--- src/rtl/seg7_scan_if.sv ---
// Bus bundle for the multiplexed 7-segment scan controller.
// The master drives display data and controls; the slave drives segment/anode outputs.
interface seg7_scan_if #(
    parameter int NUM_DIGITS = 8
);
    logic [8*NUM_DIGITS-1:0] i_data;
    logic                    load;
    logic                    disp_mode;
    logic [NUM_DIGITS-1:0]   dp_mask;
    logic [NUM_DIGITS-1:0]   blank_mask;
    logic [NUM_DIGITS-1:0]   blink_mask;
    logic                    lz_suppress;
    logic [3:0]              brightness;
    logic [7:0]              disp_seg_o;
    logic [NUM_DIGITS-1:0]   disp_an_o;
    logic                    frame_done;

    modport master (
        output i_data, load, disp_mode, dp_mask, blank_mask, blink_mask,
               lz_suppress, brightness,
        input  disp_seg_o, disp_an_o, frame_done
    );

    modport slave (
        input  i_data, load, disp_mode, dp_mask, blank_mask, blink_mask,
               lz_suppress, brightness,
        output disp_seg_o, disp_an_o, frame_done
    );
endinterface

--- src/rtl/seg7_scan_ctrl.sv ---
// Time-multiplexed 7-segment display scanner with tear-free double buffering,
// hex/raw modes, leading-zero suppression, blink and 16-step PWM brightness.
module seg7_scan_ctrl #(
    parameter int NUM_DIGITS  = 8,
    parameter int SCAN_DIV_W  = 15,
    parameter int BLINK_DIV_W = 5
) (
    input logic        clk,
    input logic        rst,
    seg7_scan_if.slave bus
);
    localparam int AW = (NUM_DIGITS > 1) ? $clog2(NUM_DIGITS) : 1;

    logic [SCAN_DIV_W-1:0]   cnt;
    logic [AW-1:0]           addr;
    logic [BLINK_DIV_W-1:0]  blink_cnt;
    logic [8*NUM_DIGITS-1:0] staging;
    logic [8*NUM_DIGITS-1:0] active;
    logic                    tick;
    logic                    last_slot;
    logic                    wrap;

    logic [7:0]              cur_byte;
    logic [3:0]              cur_nib;
    logic [NUM_DIGITS-1:0]   lz_vec;
    logic                    upper_zero;
    logic                    lz_dark;
    logic                    pwm_off;
    logic                    dark;
    logic [7:0]              seg_next;
    logic [NUM_DIGITS-1:0]   an_next;

    function automatic logic [7:0] hex7(input logic [3:0] v);
        case (v)
            4'h0: hex7 = 8'hC0;
            4'h1: hex7 = 8'hF9;
            4'h2: hex7 = 8'hA4;
            4'h3: hex7 = 8'hB0;
            4'h4: hex7 = 8'h99;
            4'h5: hex7 = 8'h92;
            4'h6: hex7 = 8'h82;
            4'h7: hex7 = 8'hF8;
            4'h8: hex7 = 8'h80;
            4'h9: hex7 = 8'h90;
            4'hA: hex7 = 8'h88;
            4'hB: hex7 = 8'h83;
            4'hC: hex7 = 8'hC6;
            4'hD: hex7 = 8'hA1;
            4'hE: hex7 = 8'h86;
            default: hex7 = 8'h8E;
        endcase
    endfunction

    assign tick      = &cnt;
    assign last_slot = (addr == AW'(NUM_DIGITS - 1));
    assign wrap      = tick & last_slot;

    always_ff @(posedge clk or posedge rst) begin
        if (rst) begin
            cnt            <= '0;
            addr           <= '0;
            blink_cnt      <= '0;
            staging        <= '0;
            active         <= '0;
            bus.frame_done <= 1'b0;
        end else begin
            cnt            <= cnt + 1'b1;
            bus.frame_done <= wrap;
            if (tick) begin
                addr <= last_slot ? '0 : addr + 1'b1;
            end
            if (bus.frame_done) begin
                blink_cnt <= blink_cnt + 1'b1;
            end
            if (bus.load) begin
                staging <= bus.i_data;
            end
            // A load landing on the wrap tick bypasses staging so it is not lost a frame.
            if (wrap) begin
                active <= bus.load ? bus.i_data : staging;
            end
        end
    end

    always_comb begin
        cur_byte = '0;
        cur_nib  = '0;
        for (int unsigned i = 0; i < NUM_DIGITS; i++) begin
            if (addr == AW'(i)) begin
                cur_byte = active[8*i +: 8];
                cur_nib  = active[4*i +: 4];
            end
        end
    end

    // Scan from the top digit down: a digit is a leading zero while everything above it is zero too.
    always_comb begin
        upper_zero = 1'b1;
        lz_vec     = '0;
        for (int unsigned j = 0; j < NUM_DIGITS; j++) begin
            upper_zero = upper_zero & (active[4*(NUM_DIGITS-1-j) +: 4] == 4'h0);
            lz_vec[NUM_DIGITS-1-j] = upper_zero;
        end
        lz_vec[0] = 1'b0;
    end

    always_comb begin
        lz_dark = ~bus.disp_mode & bus.lz_suppress & lz_vec[addr];
        pwm_off = cnt[SCAN_DIV_W-1 -: 4] > bus.brightness;
        dark    = bus.blank_mask[addr] | lz_dark | pwm_off
                | (bus.blink_mask[addr] & blink_cnt[BLINK_DIV_W-1]);

        seg_next = 8'hFF;
        an_next  = '1;
        if (!dark) begin
            if (bus.disp_mode) begin
                seg_next = cur_byte;
            end else begin
                seg_next = hex7(cur_nib) & ~{bus.dp_mask[addr], 7'b0};
            end
            for (int unsigned i = 0; i < NUM_DIGITS; i++) begin
                an_next[i] = (addr != AW'(i));
            end
        end
    end

    always_ff @(posedge clk or posedge rst) begin
        if (rst) begin
            bus.disp_seg_o <= 8'hFF;
            bus.disp_an_o  <= '1;
        end else begin
            bus.disp_seg_o <= seg_next;
            bus.disp_an_o  <= an_next;
        end
    end
endmodule

--- src/flat_wrapper.sv ---
// flat-port wrapper written by rule: the top's interface ports become plain ports
module seg7_scan_ctrl_flat 
#(
    parameter int NUM_DIGITS  = 8,
    parameter int SCAN_DIV_W  = 15,
    parameter int BLINK_DIV_W = 5
)
  (clk, rst, bus_i_data, bus_load, bus_disp_mode, bus_dp_mask, bus_blank_mask, bus_blink_mask, bus_lz_suppress, bus_brightness, bus_disp_seg_o, bus_disp_an_o, bus_frame_done);
  seg7_scan_if #(.NUM_DIGITS(NUM_DIGITS)) bus_i ();
  input logic clk;
  input logic rst;
  input wire logic [$bits(bus_i.i_data)-1:0] bus_i_data;
  input wire logic [$bits(bus_i.load)-1:0] bus_load;
  input wire logic [$bits(bus_i.disp_mode)-1:0] bus_disp_mode;
  input wire logic [$bits(bus_i.dp_mask)-1:0] bus_dp_mask;
  input wire logic [$bits(bus_i.blank_mask)-1:0] bus_blank_mask;
  input wire logic [$bits(bus_i.blink_mask)-1:0] bus_blink_mask;
  input wire logic [$bits(bus_i.lz_suppress)-1:0] bus_lz_suppress;
  input wire logic [$bits(bus_i.brightness)-1:0] bus_brightness;
  output wire logic [$bits(bus_i.disp_seg_o)-1:0] bus_disp_seg_o;
  output wire logic [$bits(bus_i.disp_an_o)-1:0] bus_disp_an_o;
  output wire logic [$bits(bus_i.frame_done)-1:0] bus_frame_done;
  assign bus_i.i_data = bus_i_data;
  assign bus_i.load = bus_load;
  assign bus_i.disp_mode = bus_disp_mode;
  assign bus_i.dp_mask = bus_dp_mask;
  assign bus_i.blank_mask = bus_blank_mask;
  assign bus_i.blink_mask = bus_blink_mask;
  assign bus_i.lz_suppress = bus_lz_suppress;
  assign bus_i.brightness = bus_brightness;
  assign bus_disp_seg_o = bus_i.disp_seg_o;
  assign bus_disp_an_o = bus_i.disp_an_o;
  assign bus_frame_done = bus_i.frame_done;
  seg7_scan_ctrl #(.NUM_DIGITS(NUM_DIGITS), .SCAN_DIV_W(SCAN_DIV_W), .BLINK_DIV_W(BLINK_DIV_W)) u_core (.clk(clk), .rst(rst), .bus(bus_i));
endmodule
--- config.mk ---
export PLATFORM = sky130hd
export DESIGN_NAME = seg7_scan_ctrl_flat
export DESIGN_NICKNAME = d
export VERILOG_FILES = /design/src/rtl/seg7_scan_if.sv /design/src/rtl/seg7_scan_ctrl.sv /design/src/flat_wrapper.sv
export SDC_FILE = /design/constraint.sdc
export NUM_CORES = 1
export LEC_CHECK = 0
export CAP_MARGIN = 25
export CORE_MARGIN = 2
export CORE_UTILIZATION = 55
export DETAILED_ROUTE_END_ITERATION = 10
export PLACE_DENSITY = 0.77
export SYNTH_ARGS = -nofsm -noshare
export SYNTH_HDL_FRONTEND = slang
export SYNTH_SLANG_ARGS = --single-unit
export TNS_END_PERCENT = 5
--- constraint.sdc ---
create_clock -name clk -period 13.4 [get_ports clk]
set_input_delay 2.01 -clock clk [delete_from_list [all_inputs] [get_ports clk]]
set_output_delay 2.01 -clock clk [all_outputs]
set_load 0.005 [all_outputs]
==> Yosys cells after proc, flatten, opt, wreduce, memory -nomap -nowiden <==
Memories as Yosys holds them, arrays and structs flattened.
Index checks and enable logic that the tools add are counted.
{ "totals": {"reg_bits": 168, "mem_bits_ro": 112, "in_bits": 97, "output_inout_bits": 17, "elab_cells": 85, "memories": 1} }
{ "mem_list": {"columns": ["name", "depth", "word_bits", "read_ports", "rd_clocked_by_memory_dff", "wr", "line_no", "text"], "rows": [
  ["(no name shown)", 16, 7, 1, 0, 0, "seg7_scan_ctrl.sv:34", "case (v)"]
]} }
{ "classes": {"addsub": 3, "magnitude_cmp": 2, "n_eq_ne": 14, "muxes": 31, "n_bitwise": 16, "n_reduce_logical": 10} }
{ "op_table": {"columns": ["operator", "count"], "rows": [
  ["$mux W8", 13],
  ["$mux W64", 1],
  ["$mux W4", 8],
  ["$logic_not A4 Y1", 7],
  ["$add A15 B1 Y15 const B", 1],
  ["$reduce_and A15 Y1", 1],
  ["$bmux W1 S3", 4],
  ["$eq A3 B3 Y1 const B", 4],
  ["$ne A3 B3 Y1 const B", 4],
  ["$and A1 B1 Y1", 10],
  ["$and A8 B8 Y8", 1],
  ["$not A8 Y8", 1],
  ["$eq A3 B2 Y1 const B", 2],
  ["$ne A3 B2 Y1 const B", 2],
  ["$add A5 B1 Y5 const B", 1],
  ["$gt A4 B4 Y1", 1],
  ["$lt A3 B4 Y1 const B", 1],
  ["$mux W1", 4],
  ["$add A3 B1 Y3 const B", 1],
  ["$eq A3 B1 Y1 const B", 1],
  ["$logic_not A3 Y1", 1],
  ["$mux W3", 1],
  ["$ne A3 B1 Y1 const B", 1],
  ["$or A1 B1 Y1", 3],
  ["other kinds (2)", 2]
]} }

==> Logic depth before layout (Yosys ltp) <==
Gate-level depths: netlist of the first run.
{ "depth": {"ltp_word": 17, "ltp_mapped": 15, "mapped_depth_nobuf": 11} }

==> Worst setup path after synthesis of the first run <==
OpenSTA, ideal clock, no wires.
{ "synth_path": {"path_type": "input-to-reg", "start": "input port bus_brightness[1]", "end": "register u_core.bus.disp_seg_o[2]", "setup_time_ps": 93, "arrival_time_ps": 3434, "required_time_ps": 13307, "path_slack_ps": 9873, "cell_stages": 9, "n_path_buf": 1, "cell_sequence": "inv_1 ha_1 nor2b_1 o211ai_1 a21oi_1 a221o_1 nor3_4 buf_6 o2111ai_1"} }
{ "synth_between": {"elab_chain_len": 4} }
{ "synth_lines": {"columns": ["element", "line_no", "text"], "rows": [
  ["start: declaration", "flat_wrapper.sv:19", "input wire logic [$bits(bus_i.brightness)-1:0] bus_brightness;"],
  ["$gt A4 B4 Y1", "seg7_scan_ctrl.sv:109", "pwm_off = cnt[SCAN_DIV_W-1 -: 4] > bus.brightness;"],
  ["$or A1 B1 Y1", "seg7_scan_ctrl.sv:110", "dark = bus.blank_mask[addr] | lz_dark | pwm_off"],
  ["$or A1 B1 Y1", "seg7_scan_ctrl.sv:111", "| (bus.blink_mask[addr] & blink_cnt[BLINK_DIV_W-1]);"],
  ["$mux W8", "seg7_scan_ctrl.sv:115", "if (!dark) begin"],
  ["via u_core.seg_next[2]", "seg7_scan_ctrl.sv:30", "logic [7:0] seg_next;"],
  ["end signal: assignment", "seg7_scan_ctrl.sv:132", "bus.disp_seg_o <= seg_next;"],
  ["end: declaration", "seg7_scan_if.sv:27", "output disp_seg_o, disp_an_o, frame_done"]
]} }
The timed path passes the listed nets, and every way through them passes these cells.
A chain may end at the register's enable or synchronous reset.

==> Worst setup path in the final report of the first run <==
{ "layout_path": {"start": "input port bus_brightness[1]", "end": "register u_core.bus.disp_seg_o[6]"} }
Same word-level chain as after synthesis.

==> results, run 1 <==
- Final hold analysis gives a worst-case slack of 0.468 ns.
- Max-cap violations in this run came to 0.
- In this run the worst path has a maximum fanout of 13.
- After synthesis the netlist holds a flip-flop and latch count of 168.
- The worst-path cell with the longest stage delay is sky130_fd_sc_hd__nor3_4.
- The DRC violations left is 0.
- The internal reg-to-reg setup slack is 9.60 ns.
- At the pin with the least slew margin, the transition time is 0.925 ns.
- The sort of element at the end of the critical path is a flop.
- For this run, the leading register cell type out of synthesis is sky130_fd_sc_hd__dfrtp_1.
- Global routing used 24.2% of the available tracks.
- The start point of the worst hold path is u_core.cnt[4].
- The first global-routing pass estimated 30100 um of wire.
- The number of antenna diodes in the final layout is 0.
- The reported leakage power is 4.32 nW.
- The hold violation count in the final report came to 0.
- The initial core utilization is 56.1%.
- The post-route setup TNS is 0 ns.
- The floorplan step defined a die boundary enclosing 15800 sq um.
- The detailed-routing iteration count for the pre-antenna-repair pass is 7.
- The net count after synthesis is 775.
- The count of vias placed by the detailed router is 5528.
- In this run the tightest slew margin relative to its limit is 38.3%.
- The ratio of total power to cell area is 111 nW/um^2.
- The setup path with the least slack is of type in2reg.
- The analysis attributes to net switching a power of 0.000251 W.
- The worst supply voltage drop on vdd is 0.0836 mV.
- In the synthesized netlist, the cells that appear most often are sky130_fd_sc_hd__dfrtp_1, sky130_fd_sc_hd__mux2_2, sky130_fd_sc_hd__nand2_1.
- The final weighted congestion in routability-driven placement is 0.888.
- Net switching is 22.9% of the power.
- The share of the synthesized area in the top cell type is 46.6%.
- TritonCTS built the clock tree.
- Dividing the detail-routed wire length by the instance count gives 19.0 um.
- For the worst setup path, the data required time is 13.72 ns.
- Yosys mapped a number of flops with a built-in enable equal to 0.
- Setup repair after global routing left no endpoint under its margin.
- The buffer and inverter count on the worst path is 2.
- The shortest period the worst path allows is 3.89 ns.
- The run finished with clean final reports.
- In this run, the combinational gates consume 7.4% of the power.
- The count of fill cells added during filler insertion is 1073.
- The initialized floorplan defines 44 standard-cell rows.
- The vertical extent of the die is 126 um.
- The share of total power dissipated in the clock network is 43.7%.
- In the post-synthesis netlist, the cell with the most instances is sky130_fd_sc_hd__dfrtp_1.
- The number of antenna violations at the first check in global routing is 0.
- The portion of total power attributed to sequential cells is 48.9%.
- During I/O placement, the number of pins put on the boundary was 114.
- The maximum clock insertion buffer count is 2.
- Counting every sink on the clock net gives 168.
- The fraction of layout instances using a drive strength above 1 is 26.0%.
- The type of the most critical hold path is reg2reg.
- After detailed routing, the number of vias per cell comes to 5.78.
- The maximum operating frequency is 257 MHz.
- The number of instances on the worst hold path is 1.
- Setup violations remaining at the end of the flow were counted as 0.
- The total grt overflow is 0.
- In this run the critical register-to-register path is captured at u_core.bus.disp_seg_o[4].
- The deepest level of the CTS H-tree is 4.
- Between clock sinks in the finished design, the worst skew comes to 0.00790 ns.
- The path with the worst hold slack has its endpoint at u_core.cnt[4].
- The worst register-to-register path begins at u_core.addr[0].
- Sorting the synthesized cells by area gives the leading types as sky130_fd_sc_hd__dfrtp_1, sky130_fd_sc_hd__mux2_2, sky130_fd_sc_hd__dfstp_2, sky130_fd_sc_hd__ha_1, sky130_fd_sc_hd__buf_6.
- Clock-pin slew was measured on the worst setup and hold paths at 0.06 ns.
- The critical path goes through clkdlybuf4s50_1, inv_1, ha_1, nor2b_1, o211ai_1, a21oi_1, a221o_1, nor3_4, o311ai_1.
- The biggest cell delay along the critical path is 0.49 ns.
- The root cell of the clock tree is sky130_fd_sc_hd__clkbuf_16.
- After synthesis, the mean cell area works out to 12.3 sq um.
- Once detail routing completed, the nets flagged for antenna violations numbered 0.
- The synthesis-to-layout area growth is 21.4%.
- The cell area that synthesis handed to floorplanning was 8150 sq um.
- Data on the critical path arrives at its endpoint at 4.21 ns.
- After synthesis, the share of flip-flops with an asynchronous set or reset is 100%.
- In the synthesized netlist, the number of instances is 661.
- The cell type with the largest total area after synthesis is sky130_fd_sc_hd__dfrtp_1.
- Entering global routing, the biggest net connects 94 pins.
- The clock reaches the later pin of the worst-skew pair after 0.44 ns.
- The number of cells on the worst reg-to-reg path is 11.
- The worst setup path is launched from a primary input.
- The area of the core is 14500 sq um.
- The routed wire length is 18200 um.
- The count of port buffers added during placement is 113.
- The number of slew-limit violations in the final report is 0.
- The chip width is 126 um.
- The post-CTS setup buffer count is 0.
- The net count of the finished layout is 873.
- The share of the clock period used by the worst path is 29.0%.
- The number of different library cells in the post-synthesis netlist is 70.
- For this design, the CTS-stage hold fixing added 0 buffers.
- The internal power consumption is 0.000843 W.
- The sequential element share of the synthesized area is 51.8%.
- The number of gates resized after CTS was 0.
- For this block, the initial DRC count from the detailed router was 398.
- Yosys printed 0 warnings.
- Clock tree synthesis inserted a total of 17 buffers.
- Among cell families on the critical path, the largest total delay comes from compound AO/OA/AOI/OAI gates.
- The via count of the first global-routing pass came to 5766.
- After legalization and detailed placement, the total HPWL measured 12800 um.
==> cell usage in the layout (no fill, tap or decap), drive strengths merged, types with 8 or more instances in the layout <==
master	count
nand3	20
xnor2	13
nor3	9
buf	9
clkbuf	19
nand2	35
mux2	130
a21oi	21
ha	17
o21ai	21
clkdlybuf4s50	112
nor2b	9
nor2	21
inv	26
a211oi	8
dfstp	16
dfrtp	152
==> cells by family after synthesis <==
kind of cell / share of synthesized area, %
AOI/OAI and AO/OA: 9.65
xor gates and xnor gates: 1.83
adders and majority gates: 2.61
buffers and inverters: 4.08
DFF: 51.8
muxes: 20.2
and+or+nand+nor: 9.81
==> layout make-up <==
class	instances	area (sq um)	area share, %
Sequential cell	168	4220	42.7
Multi-Input combinational cell	431	3600	36.4
Timing Repair Buffer	121	1190	12.0
Clock buffer	19	443	4.48
Tap cell	184	230	2.33
Clock inverter	13	135	1.37
Inverter	20	80.1	0.809
==> sequential cells by signal (all words and copies together), names as in the netlist <==
signal,cells
u_core.active,64
u_core.addr,3
u_core.blink_cnt,5
u_core.bus.disp_an_o,8
u_core.bus.disp_seg_o,8
u_core.bus.frame_done,1
u_core.cnt,15
u_core.staging,64
==> stage by stage <==
step | cell area (sq um) | power, W | cells | util, % | setup WS, ns
floorplan | 8150 | 0.000583 | 661 | - | 6.87
global placement | 9310 | 0.000622 | 923 | 64.1 | 9.10
detailed placement | 9320 | 0.000627 | 924 | 64.1 | 9.05
CTS | 9900 | 0.00111 | 956 | 68.1 | 9.50
global route | 9900 | 0.00114 | 956 | 68.1 | 9.30
finish | 9900 | 0.00109 | 956 | 68.1 | 9.51
==> worst max path at each step <==
| stage | depth (start not counted) | endpoint | startpoint |
|---|---|---|---|
| floorplan | 1 | u_core.active[0] | rst |
| global placement | 9 | u_core.bus.disp_seg_o[2] | bus_brightness[1] |
| detailed placement | 9 | u_core.bus.disp_seg_o[1] | bus_brightness[1] |
| CTS | 9 | u_core.bus.disp_seg_o[1] | bus_brightness[1] |
| global route | 11 | u_core.bus.disp_seg_o[4] | u_core.addr[0] |
| finish | 9 | u_core.bus.disp_seg_o[6] | bus_brightness[1] |
==> per-layer routing <==
metal	up-vias	wire length, um	part of all wire, %	GRT usage (%)
li1	2600	-	-	-
met1	2740	7970	44	31.8
met2	158	8930	49	39.2
met3	30	852	4.7	5.99
met4	0	425	2.3	9.31
met5	-	0	0	0
==> power by group through the flow <==
| stage | sequential (W) | combinational [W] | clock [W] |
|---|---|---|---|
| 2_1_floorplan | 0.000542 | 0.0000404 | 0 |
| 3_3_place_gp | 0.000543 | 0.0000787 | 0 |
| 3_5_place_dp | 0.000545 | 0.0000820 | 0 |
| 4_1_cts | 0.000535 | 0.0000830 | 0.000488 |
| 5_1_grt | 0.000537 | 0.0000894 | 0.000512 |
| 6_report | 0.000535 | 0.0000811 | 0.000479 |
No activity file was read; power rests on OpenSTA's default activity.
==> inputs of run 2 (changes only) <==
CORE_UTILIZATION = 50   (was 55)
PLACE_DENSITY = 0.74   (was 0.77)
clock period = 3.5 ns   (was 13.4 ns; I/O delays follow)
==> run 2 against run 1 <==
  * Die area is 9.7% higher
  * First-iteration DRC count is 10% lower
  * Power grew to 3.9 times the previous value
  * Hold slack worse by 0.14 ns
  * Setup slack worse by 9.2 ns
  * Count of clock-buffer cells in the layout stayed put
  * Register-to-register slack worse by 9.3 ns
  * Critical path type is now reg2reg
  * Critical endpoint is now u_core.bus.disp_seg_o[3]
  * Largest power group unchanged
==> results, run 2 (synthesis gave the netlist of run 1 again) <==
- The final-report setup violation count came to 0 (unchanged).
- The critical path data arrival time is 3.50 ns (-0.71 ns).
- The clock transition at the registers of the reported paths came to 0.06 ns (about the same).
- The portion of total power attributed to sequential cells is 48.5% (-0.4 points).
- The vertical extent of the die is 132 um (+4.7%).
- The area after detailed placement is 9530 sq um (+2.3%).
- The largest registers in the layout are u_core.active (64), u_core.staging (64), u_core.cnt (15).
- The synthesis-to-layout area growth is 24.1%.
- The worst relative slew slack is 44.8% (+6.4 points).
- The transition time of the tightest slew-check pin was 0.821 ns (-0.104 ns).
- The area of the multi-input gates came to 3600 sq um (about the same).
- The utilization after layout is 63.7% (-4.4 points).
- The share of power burned in the clock network came to 43.8% (about the same).
- The cell sitting at the root of the clock tree is a sky130_fd_sc_hd__clkbuf_16.
- In the layout the commonest cells are sky130_fd_sc_hd__dfrtp_1, sky130_fd_sc_hd__mux2_2, sky130_fd_sc_hd__clkdlybuf4s50_1, sky130_fd_sc_hd__nand2_1, sky130_fd_sc_hd__buf_4.
- The switching fraction of total power is 21.8% (-1.1 points).
- The area of the core is 15900 sq um (+9.3%).
- The clock latency at the later pin of the worst-skew pair was 0.43 ns (about the same).
- The setup clock skew after layout is 0.0132 ns (+0.00531 ns).
- The number of slew-limit violations in the final report is 0 (unchanged).
- The DRC violations left is 0 (unchanged).
- The worst supply voltage drop on vdd is 0.325 mV (+290%).
- The antenna cell count is 0 (unchanged).
- The reported leakage power is 4.42 nW (+2.3%).
- The area taken by flip-flops and latches is 4220 sq um (unchanged).
- The row count is 46 (+4.5%).
- The detailed-routing iteration count for the pre-antenna-repair pass is 5 (-2).
- The hold violation count in the final report is 0 (unchanged).
- The initial core utilization is 51.3% (-4.8 points).
- The total power is 0.00422 W (+290%).
- The fraction of layout instances using a drive strength above 1 is 27.9% (+1.9 points).
- The die outline area came to 17300 sq um (+9.7%).
- The internal power consumption is 0.00330 W (+290%).
- The kind of start point of the critical path is a flop.
- The final weighted congestion in routability-driven placement came to 0.972 (+9.4%).
- The count of fill cells added during filler insertion is 1256 (+17%).
- The run finished with clean final reports.
- The chip width came to 132 um (+4.7%).
- The average wire per cell in the routed design is 19.8 um (+4.2%).
- The number of routed nets with antenna violations is 0 (unchanged).
- The worst setup path is of the reg2reg kind.
- The total grt overflow was 0 (unchanged).
- Setup repair after global routing left no endpoint under its margin.
- The max capacitance violation total is 0 (unchanged).
- The combinational power share is 7.6% (+0.2 points).
- The routed wire length is 19900 um (+9.7%).
- The library cell used most frequently in the layout, excluding fill and tap cells, is sky130_fd_sc_hd__dfrtp_1.
- Based on the critical path, the design can be clocked at up to 314 MHz.
- The ratio of total power to cell area is 417 nW/um^2 (+280%).
- The DRC violation total after the first TritonRoute iteration is 358 (-10%).
- The count of port buffers added during placement is 113 (unchanged).
- The via count of the first global-routing pass is 6216 (+7.8%).
- The count of vias placed by the detailed router was 5685 (+2.8%).
- The maximum fanout count along the critical path is 16 (+3).
- The net count of the finished layout is 893 (+2.3%).
- The number of antenna violations at the first check in global routing is 0 (unchanged).
- The global-route wire length before repair is 33400 um (+11%).
- The largest net degree at the start of global routing came to 75 (-20%).
- The maximum clock insertion buffer count came to 2 (unchanged).
- The net switching component of the power came to 0.000921 W (+270%).
- The count of boundary I/O pins is 114 (unchanged).
- The total routing resource utilization after global routing came to 24.4% (+0.15 points).
- Subtracting the final worst setup slack from the clock period gives 3.19 ns.
- The number of vias per cell is 5.65 (-2.4%).
- The type of the most critical hold path is in2async.
- The required time of the worst setup path came to 3.81 ns (-9.91 ns).
- STA classifies the critical path endpoint as a flop.
- The post-route setup TNS is 0 ns (unchanged).
- The final non-filler cell area is 10100 sq um (+2.3%).
- The half-perimeter wire length after detailed placement is 14800 um (+16%).
- The share of the clock period used by the worst path is 91.1%.
- The CTS tree is yes.
- The deepest level of the CTS H-tree came to 4 (unchanged).
- The number of buffers inserted during clock tree synthesis is 17 (unchanged).
- The number of sinks handled by clock tree synthesis is 168 (unchanged).
[run 2: cell count changes in the layout (fill, tap and decap cells not counted), sizes merged]
cell      before  now
buf            9   29
clkinvlp       2    5
inv           26   23
clkinv         4    2
bufinv         1    2
[run 2: worst max-delay path, stage by stage (launching register included)]
cell,delay [ns]
sky130_fd_sc_hd__dfrtp_1,0.52
sky130_fd_sc_hd__inv_1,0.21
sky130_fd_sc_hd__ha_1,0.55
sky130_fd_sc_hd__nor4bb_1,0.16
sky130_fd_sc_hd__a31oi_1,0.19
sky130_fd_sc_hd__a22oi_1,0.11
sky130_fd_sc_hd__a221oi_2,0.45
sky130_fd_sc_hd__inv_1,0.16
sky130_fd_sc_hd__ha_1,0.27
sky130_fd_sc_hd__and2_1,0.15
sky130_fd_sc_hd__o21ai_0,0.18
sky130_fd_sc_hd__nand4_1,0.12
[run 2: stage by stage]
stage | hold slack (ns) | instances | setup WS (ns)
6_report | 0.333 | 1007 | 0.313
5_1_grt | 0.329 | 1007 | 0.0499
4_1_cts | 0.324 | 1007 | 0.285
3_5_place_dp | 0.455 | 976 | 0.294
3_3_place_gp | 0.453 | 976 | 0.392
2_1_floorplan | 0.438 | 661 | 0.451
[run 2: path summary, 6_finish.rpt]
kind | startpoint | to | slack, ns | cells after the start
max in group asynchronous | rst | u_core.staging[34] | 2.37 | 4
max | u_core.addr[1] | u_core.bus.disp_seg_o[3] | 0.31 | 11
min | rst | u_core.staging[29] | 0.33 | 2
min in group clk | u_core.cnt[4] | u_core.cnt[4] | 0.47 | 1
max reg2reg | u_core.addr[1] | u_core.bus.disp_seg_o[3] | 0.31 | 11
min reg2reg | u_core.cnt[4] | u_core.cnt[4] | 0.47 | 1
[run 2: power by group through the flow]
stage                     sequential, W  combinational [W]  clock, W
after global placement          0.00208           0.000313         0
final                           0.00205           0.000322   0.00185
after global routing            0.00206           0.000353   0.00198
after CTS                       0.00205           0.000328   0.00189
after floorplan                 0.00208           0.000155         0
after detailed placement        0.00208           0.000326         0
[run 2: repair_timing]
action / in CTS / in global routing
resized for setup: 0 / 1
buffers inserted: 0 / 0
hold endpoints to repair: 0 / 0
endpoints found under the setup margin: 0 / 4
hold buffers: 0 / 0
[run 2: cell type report]
type                            instances  area share [%]
Multi-Input combinational cell        431            35.6
Timing Repair Buffer                  141            13.4
Inverter                               20           0.779
Clock inverter                         12            1.42
Sequential cell                       168            41.7
Tap cell                              216            2.67
Clock buffer                           19            4.38
[run 2: layer usage]
| metal | wire length [um] | vias up | global-route usage [%] |
|---|---|---|---|
| met5 | 0 | - | 0 |
| met4 | 433 | 0 | 8.15 |
| met3 | 743 | 29 | 4.13 |
| met2 | 10100 | 156 | 42.3 |
| met1 | 8710 | 2850 | 31.1 |
| li1 | - | 2650 | - |
==> inputs of run 3 (changes only) <==
SLEW_MARGIN = 30   (was unset)
==> results of run 3 <==
Same layout as run 2: the final DEF is identical, and so are final timing and power.
